$ cat config.mk
export PLATFORM = sky130hd
export DESIGN_NAME = mux_scan_sequencer
export DESIGN_NICKNAME = d
export VERILOG_FILES = /design/src/rtl/mux_scan_pkg.sv /design/src/rtl/mux_scan_dwell_cnt.sv /design/src/rtl/mux_scan_sequencer.sv
export SDC_FILE = /design/constraint.sdc
export NUM_CORES = 1
export LEC_CHECK = 0
export ABC_AREA = 0
export ABC_CLOCK_PERIOD_IN_PS = 1700
export BUFFER_PORTS_ARGS = -buffer_cell sky130_fd_sc_hd__buf_4
export CAP_MARGIN = 20
export CORE_MARGIN = 1
export CORE_UTILIZATION = 29
export CTS_CLUSTER_DIAMETER = 30
export DETAILED_ROUTE_END_ITERATION = 10
export GPL_ROUTABILITY_DRIVEN = 0
export GPL_TIMING_DRIVEN = 0
export SYNTH_ARGS = -nofsm -noshare
export SYNTH_HDL_FRONTEND = slang
export SYNTH_SLANG_ARGS = --single-unit
$ cat constraint.sdc
create_clock -name clk -period 1.7 [get_ports clk]
set_input_delay 0.425 -clock clk [delete_from_list [all_inputs] [get_ports clk]]
set_output_delay 0.425 -clock clk [all_outputs]
set_load 0.03 [all_outputs]
$ cat src/rtl/mux_scan_pkg.sv
// Shared types and constants for the 8:1 mux scan sequencer.
package mux_scan_pkg;

  localparam int unsigned MUX_NUM_CH = 8;
  localparam int unsigned MUX_SEL_W  = $clog2(MUX_NUM_CH);

  typedef enum logic [1:0] {
    IDLE,
    SETTLE,
    SAMPLE,
    HOLD
  } scan_state_e;

endpackage

$ cat src/rtl/mux_scan_dwell_cnt.sv
// Loadable settle-time up-counter; done flags the final settle cycle (cnt == DWELL-1).
module mux_scan_dwell_cnt #(
  parameter int unsigned DWELL = 1
) (
  input  logic clk,
  input  logic rst_n,
  input  logic clr,
  input  logic en,
  output logic done
);

  localparam int unsigned     CW   = (DWELL > 1) ? $clog2(DWELL) : 1;
  localparam logic [CW-1:0]   LAST = CW'(DWELL - 1);

  logic [CW-1:0] cnt_q;

  always_ff @(posedge clk or negedge rst_n) begin
    if (!rst_n)   cnt_q <= '0;
    else if (clr) cnt_q <= '0;
    else if (en)  cnt_q <= cnt_q + CW'(1);
  end

  assign done = (cnt_q == LAST);

endmodule

$ cat src/rtl/mux_scan_sequencer.sv
// Steps the 8:1 mux select, samples y per channel and hands the word out on valid/ready.
// Optional: MUX_SCAN_AUTO_RESTART_EN makes every HOLD handshake start the next scan.
module mux_scan_sequencer
  import mux_scan_pkg::*;
#(
  parameter int unsigned NUM_CH = MUX_NUM_CH,
  parameter int unsigned SEL_W  = MUX_SEL_W,
  parameter int unsigned DWELL  = 1
) (
  input  logic              clk,
  input  logic              rst_n,
  input  logic              start_i,
  input  logic              mux_y_i,
  output logic [SEL_W-1:0]  sel_o,
  output logic [NUM_CH-1:0] word_o,
  output logic              valid_o,
  input  logic              ready_i,
  output logic              busy_o
);

  localparam logic [SEL_W-1:0] LAST_SEL = SEL_W'(NUM_CH - 1);

  scan_state_e       state_q, state_d;
  logic [SEL_W-1:0]  sel_q, sel_d;
  logic [NUM_CH-1:0] word_q, word_d;
  logic [NUM_CH-1:0] shadow_q, shadow_d;
  logic              valid_q, valid_d;
  logic              cnt_clr, cnt_en, cnt_done;

  mux_scan_dwell_cnt #(.DWELL(DWELL)) u_dwell (
    .clk   (clk),
    .rst_n (rst_n),
    .clr   (cnt_clr),
    .en    (cnt_en),
    .done  (cnt_done)
  );

  always_comb begin
    state_d  = state_q;
    sel_d    = sel_q;
    word_d   = word_q;
    shadow_d = shadow_q;
    valid_d  = valid_q;
    cnt_clr  = 1'b0;
    cnt_en   = 1'b0;
    case (state_q)
      IDLE: begin
        if (start_i) begin
          state_d = SETTLE;
          sel_d   = '0;
          cnt_clr = 1'b1;
        end
      end
      SETTLE: begin
        if (cnt_done) state_d = SAMPLE;
        else          cnt_en  = 1'b1;
      end
      SAMPLE: begin
        shadow_d[sel_q] = mux_y_i;
        if (sel_q == LAST_SEL) begin
          // shadow_d already carries the last channel, so the word is complete this cycle
          word_d  = shadow_d;
          valid_d = 1'b1;
          state_d = HOLD;
        end else begin
          sel_d   = sel_q + SEL_W'(1);
          cnt_clr = 1'b1;
          state_d = SETTLE;
        end
      end
      HOLD: begin
        if (ready_i) begin
          valid_d = 1'b0;
`ifdef MUX_SCAN_AUTO_RESTART_EN
          state_d = SETTLE;
          sel_d   = '0;
          cnt_clr = 1'b1;
`else
          if (start_i) begin
            state_d = SETTLE;
            sel_d   = '0;
            cnt_clr = 1'b1;
          end else begin
            state_d = IDLE;
          end
`endif
        end
      end
      default: state_d = IDLE;
    endcase
  end

  always_ff @(posedge clk or negedge rst_n) begin
    if (!rst_n) begin
      state_q  <= IDLE;
      sel_q    <= '0;
      word_q   <= '0;
      shadow_q <= '0;
      valid_q  <= 1'b0;
    end else begin
      state_q  <= state_d;
      sel_q    <= sel_d;
      word_q   <= word_d;
      shadow_q <= shadow_d;
      valid_q  <= valid_d;
    end
  end

  assign sel_o   = sel_q;
  assign word_o  = word_q;
  assign valid_o = valid_q;
  assign busy_o  = (state_q != IDLE);

endmodule

==> run_results.csv, run 1 <==
group,metric,value,unit
global_route,grt_pass1_vias,827,
logic_synthesis,netlist_instances,108,
die,core_area,4000,um^2
die,rows,23,
clock_tree,clkSlewWorstSetupHoldPaths,0.09,ns
critical_path,criticalPathCategory,"flip-flop to output pin",
logic_synthesis,synth_top_family_by_area,"simple AND/OR/NAND/NOR gates",
clock_tree,cts_tree,"done",
pwr,p_int,0.001453,W
critical_path,cpPeakStageDelay,0.48,ns
global_route,grt-ovfl-total,0,
detailed_routing,dr.pass1.iters,4,
pwr,p_switching,0.0009946,W
detailed_routing,drc,0,
clock_tree,root_buffer,"clkbuf_8",
sta,timing.slew.headroom,74.94,%
logic_synthesis,yosysTopAreaCell,"dfrtp_1",
die,die_y,66.46,um
logic_synthesis,synth_commonest_cells,"dfrtp_1 (23), nand2_1 (13), o21ai_0 (10), mux2i_1 (8)",
final_layout,drive_above_1_share,34.35,%
sta,rsz0062_at_grt,"false",
logic_synthesis,syn_nets,115,
detailed_routing,vias_per_cell,4.862,
flow_run,maxCapViolCount,0,
sta,tightest_slew,0.3759,ns
logic_synthesis,synth-simple-area-share,21.50,%
detailed_routing,routed_wl,2460,um
sta,max_freq,0.6118,GHz
die,die_area,4417,um^2
die,initial_core_util,30.12,%
clock_tree,h-tree-depth,1,
sta,period_share,96.14,%
clock_tree,cts_buffer_depth,2,
critical_path,crit_buf_inv,1,
global_route,grt_pass1_wl,4105,um
place,hpwlAfterDp,1730,um
clock_tree,cts.sinks,23,
detailed_routing,wl_per_cell,13.59,um
detailed_routing,ant_nets,0,
pwr,p_per_area,1673,nW/um^2
pwr,p_clk_share,14.1,%
sta,finClkSkew,0.007466,ns
logic_synthesis,synth_seq_area_share,47.77,%
sta,final-setup-viol-count,0,
final_layout,antenna_cells,0,
critical_path,slowest_stage,"dfrtp_2",
final_layout,fin_nets,139,
critical_path,cp_max_fo,11,
global_route,antenna_found_initial,0,
logic_synthesis,yosysWarnings,0,
place,placed_area,1395,um^2
logic_synthesis,synth_area_leaders,"dfrtp_1 (48%), mux2i_1 (6.6%), mux2_2 (5.6%)",
logic_synthesis,post_synth_mux_area_share,15.06,%
detailed_routing,vias,880,
worst_hold_path,hold_path.class,"primary input to asynchronous set/reset pin",
pwr,pwr-share-seq,38.1,%
critical_path,reg2regPathDepth,5,
critical_path,crit_chain,"or2_2, buf_6",
logic_synthesis,yosysTopAreaCellShare,47.77,%
pwr,ir_drop,0.0009401,V
logic_synthesis,synth_compound_area_share,9.450,%
critical_path,required,1.27,ns
critical_path,critical-path-top-delay-family,"flip-flops",
logic_synthesis,async_flop_share,100.0,%
final_layout,final_cells,181,
clock_tree,cts_made_buffers,3,
die,design.portCount,18,
logic_synthesis,ys_seq_elements,23,
critical_path,r2r_slack,0.09,ns
sta,finalHoldViolations,0,
sta,setup_ws,0.06559,ns
clock_tree,clkLatencyLatePin,0.27,ns
critical_path,reg2reg_to,"sel_o[0]",
global_route,grt_max_degree,24,
sta,fin_tns_setup,0,ns
outcome,status,"finished, final reports clean",
logic_synthesis,synthXorXnorAreaFrac,0,%
logic_synthesis,syn_area,1205,um^2
critical_path,reg2reg_from,"sel_o[1]",
logic_synthesis,avgSynthCellArea,11.16,um^2
place,dp_slack,-0.1164,ns
place,place_inst,175,
place,io_buffers,17,
logic_synthesis,synth_edf_count,0,
final_layout,areaGrowthSynthToFinish,21.39,%
detailed_routing,drtIter0Drc,33,
sta,slew_viol_final,0,
final_layout,stdcell_area,1463,um^2
die,die_x,66.46,um
sta,finalCriticalPeriod,1.634,ns
logic_synthesis,ys.flop_type,"dfrtp_1",
critical_path,critPathLaunchType,"flip-flop",
logic_synthesis,synth-adder-area-share,2.077,%
critical_path,critPathCaptureType,"output pin",
pwr,p_leak,0.6754,nW
global_route,grt_usage,12.40,%
pwr,power.switching_fraction,40.63,%
pwr,combPwrFrac,47.8,%
critical_path,cp.arrival,1.21,ns
clock_tree,cts_hold_buf,0,
logic_synthesis,yosysUniqueCellTypes,30,
logic_synthesis,yosysMostFrequentCell,"dfrtp_1",
-- state kept, by name, summed over array words and instances, names as in the netlist --
| name | flops |
|---|---|
| sel_o | 3 |
| shadow_q | 8 |
| state_q | 2 |
| u_dwell.cnt_q | 1 |
| valid_o | 1 |
| word_o | 8 |
-- worst register-to-register path, stage by stage (launching register included) --
cell     delay [ns]
dfrtp_1        0.47
ha_1           0.22
ha_1           0.25
o21ai_1        0.15
o22ai_1        0.13
mux2_2         0.29
-- area by class of cell --
type | instances | area [um^2]
plain buffers | 5 | 30.03
flip-flops and latches | 23 | 579.3
clock buffers | 3 | 41.29
inverters | 1 | 3.754
fillers | 400 | 2537
clock inverters | 1 | 5.005
well taps | 50 | 62.56
repair buffers | 21 | 161.4
multi-input cells | 77 | 579.3
-- layout by cell type (no fill, tap or decap), drive strengths merged, types with 2 or more instances in the layout --
cell type / count
mux2: 9
nor2: 3
buf: 25
o21ai: 12
mux2i: 8
dfrtp: 23
nand3b: 7
a22o: 2
nor3: 3
nand2: 13
nand3: 2
ha: 2
nor3b: 7
clkbuf: 4
-- routing by layer --
metal  part of all wire (%)  track usage, %  up-vias
met1                     48           16.99      427
met5                      0               0        -
li1                       -               -      428
met4                   0.24           1.596        0
met2                     47           19.26       23
met3                    5.4           4.281        2
-- logic make-up after synthesis --
logic type               after synthesis
AND/OR/NAND/NOR                       39
flip-flops                            23
AO/OA/AOI/OAI                         19
multiplexers                          17
buffers and inverters                  8
adder cells (fa/ha/maj)                2
-- stage by stage --
step | hold WS (ns) | total power, W | utilization (%)
after floorplan | 0.1294 | 0.001736 | -
after global placement | 0.3318 | 0.002040 | 34.88
after detailed placement | 0.3404 | 0.002080 | 34.88
after CTS | 0.04635 | 0.002457 | 36.53
after global routing | 0.04391 | 0.002633 | 36.57
final | 0.03417 | 0.002448 | 36.57
-- worst max path at each step --
stage	start	to	slack (ns)	cells past startpoint
finish	state_q[1]	busy_o	0.07	2
global route	sel_o[1]	sel_o[0]	0.006	5
CTS	state_q[0]	busy_o	0.02	3
detailed placement	sel_o[0]	word_o[5]	-0.12	6
global placement	sel_o[0]	word_o[6]	-0.05	6
floorplan	sel_o[0]	word_o[1]	0.05	6
-- power by group through the flow --
stage	Sequential (W)	Clock, W	Combinational (W)
global route	0.000969	0.000389	0.00127
global placement	0.000931	0	0.00111
floorplan	0.00105	0	0.000681
CTS	0.000926	0.000353	0.00118
finish	0.000933	0.000345	0.00117
detailed placement	0.000944	0	0.00114
-- what timing repair did --
item,4_1_cts,5_1_grt
endpoints found under the setup margin,10,2
pin swaps,1,0
gates resized for setup,2,2
buffers inserted,3,1
No activity file was read; power rests on OpenSTA's default activity.
==> run 2, diff against run 1 <==
CORE_MARGIN = 2   (was 1)
GPL_TIMING_DRIVEN = default   (was 0)
SKIP_CTS_REPAIR_TIMING = 1   (was default)
==> run_results.csv, run 2 (synthesis gave the netlist of run 1 again) <==
group,metric,value,unit
clock_tree,cts.sinks,23,
detailed_routing,dr.pass1.iters,4,
global_route,grt-ovfl-total,0,
sta,tightest_slew,0.3042,ns
outcome,status,"finished, final reports clean",
sta,finalCriticalPeriod,1.653,ns
critical_path,crit_buf_inv,1,
global_route,antenna_found_initial,0,
final_layout,areaGrowthSynthToFinish,20.98,%
critical_path,cp_max_fo,9,
final_layout,fillerInstances,407,
clock_tree,h-tree-depth,1,
global_route,grt_max_degree,24,
die,core_area,4000,um^2
detailed_routing,drtIter0Drc,38,
die,die_area,4687,um^2
detailed_routing,drc,0,
pwr,power,0.002432,W
sta,holdWs,0.03715,ns
final_layout,antenna_cells,0,
sta,max_freq,0.6049,GHz
final_layout,drive_above_1_share,33.85,%
critical_path,cp.arrival,1.23,ns
detailed_routing,vias_per_cell,4.722,
clock_tree,clkSlewWorstSetupHoldPaths,0.09,ns
final_layout,fin_nets,138,
clock_tree,root_buffer,"clkbuf_8",
sta,rsz0062_at_grt,"false",
critical_path,cpPeakStageDelay,0.48,ns
final_layout,final_cell_mix,"buf_4 (25), dfrtp_1 (21), nand2_1 (13), o21ai_0 (10), mux2i_1 (8)",
pwr,p_leak,0.6755,nW
sta,slew_viol_final,0,
detailed_routing,ant_nets,0,
sta,finClkSkew,0.002400,ns
detailed_routing,wl_per_cell,12.74,um
pwr,ir_drop,0.0008918,V
clock_tree,cts_made_buffers,3,
critical_path,criticalPathCategory,"flip-flop to output pin",
die,design.portCount,18,
critical_path,critPathLaunchType,"flip-flop",
detailed_routing,routed_wl,2293,um
critical_path,critPathCaptureType,"output pin",
sta,finalHoldViolations,0,
global_route,grt_pass1_wl,3815,um
die,die_x,68.46,um
place,io_buffers,17,
detailed_routing,vias,850,
critical_path,slowest_stage,"dfrtp_2",
pwr,p_per_area,1668,nW/um^2
sta,timing.slew.headroom,79.72,%
place,hpwlAfterDp,1580,um
clock_tree,clkLatencyLatePin,0.27,ns
worst_hold_path,hold_path.class,"primary input to asynchronous set/reset pin",
flow_run,maxCapViolCount,0,
critical_path,required,1.27,ns
final_layout,layout.cells.most_common,"buf_4",
global_route,grt_usage,10.93,%
clock_tree,cts_tree,"done",
sta,period_share,97.25,%
global_route,grt_pass1_vias,838,
sta,final-setup-viol-count,0,
critical_path,crit_chain,"or2_2, buf_4",
die,rows,23,
die,die_y,68.46,um
die,initial_core_util,30.12,%
clock_tree,cts_buffer_depth,2,
critical_path,critical-path-top-delay-family,"flip-flops",
-- run 2: cell types whose count changed in the layout (fill, tap and decap cells not counted) --
cell | before | now
buf_2 | 3 | 0
buf_4 | 20 | 25
buf_6 | 2 | 0
clkbuf_1 | 1 | 0
dfrtp_1 | 20 | 21
dfrtp_2 | 3 | 2
-- run 2: where the power goes --
| group | leakage (nW) | total [W] | switching (W) | internal, W |
|---|---|---|---|---|
| combinational | 0.376 | 0.00120 | 0.000638 | 0.000557 |
| clock | 0.0255 | 0.000349 | 0.000186 | 0.000164 |
| sequential | 0.274 | 0.000887 | 0.000146 | 0.000741 |
| total | 0.676 | 0.00243 | 0.000969 | 0.00146 |
-- run 2: worst paths after layout --
kind                       cells past startpoint       start  slack, ns          to
setup / recovery                               2  state_q[1]       0.05      busy_o
hold reg to reg                                2   word_o[2]       0.48   word_o[2]
max in group asynchronous                      1       rst_n       1.41  state_q[1]
setup reg to reg                               5    sel_o[0]       0.21    sel_o[0]
min in group clk                               2     start_i       0.43  state_q[0]
hold / removal                                 1       rst_n       0.04   word_o[0]
-- run 2: per-layer routing --
layer / track usage, % / share of wire (%) / wire (um) / vias to the layer above
met2: 17.91 / 44 / 1019 / 23
met4: 2.250 / 0.65 / 15 / 0
met1: 13.78 / 49 / 1130 / 397
met3: 3.947 / 5.5 / 127 / 2
li1: - / - / - / 428
met5: 0 / 0 / 0 / -
-- run 2: metrics by stage --
step | std cells | TNS [ns] | setup slack [ns] | instance area, um^2 | utilization, %
after floorplan | 108 | 0 | 0.05244 | 1205 | -
after global placement | 173 | 0 | 0.2445 | 1386 | 34.66
after detailed placement | 173 | 0 | 0.2119 | 1386 | 34.66
after CTS | 177 | -0.05806 | -0.05806 | 1433 | 35.81
after global routing | 180 | 0 | 0.01019 | 1458 | 36.44
final | 180 | 0 | 0.04683 | 1458 | 36.44
-- run 2: area by class of cell --
class	instances	area, um^2	share of cell area [%]
clock buffers	3	41.29	2.833
repair buffers	25	187.7	12.88
multi-input cells	77	579.3	39.74
well taps	50	62.56	4.292
flip-flops and latches	23	578.1	39.66
clock inverters	1	5.005	0.3433
inverters	1	3.754	0.2575
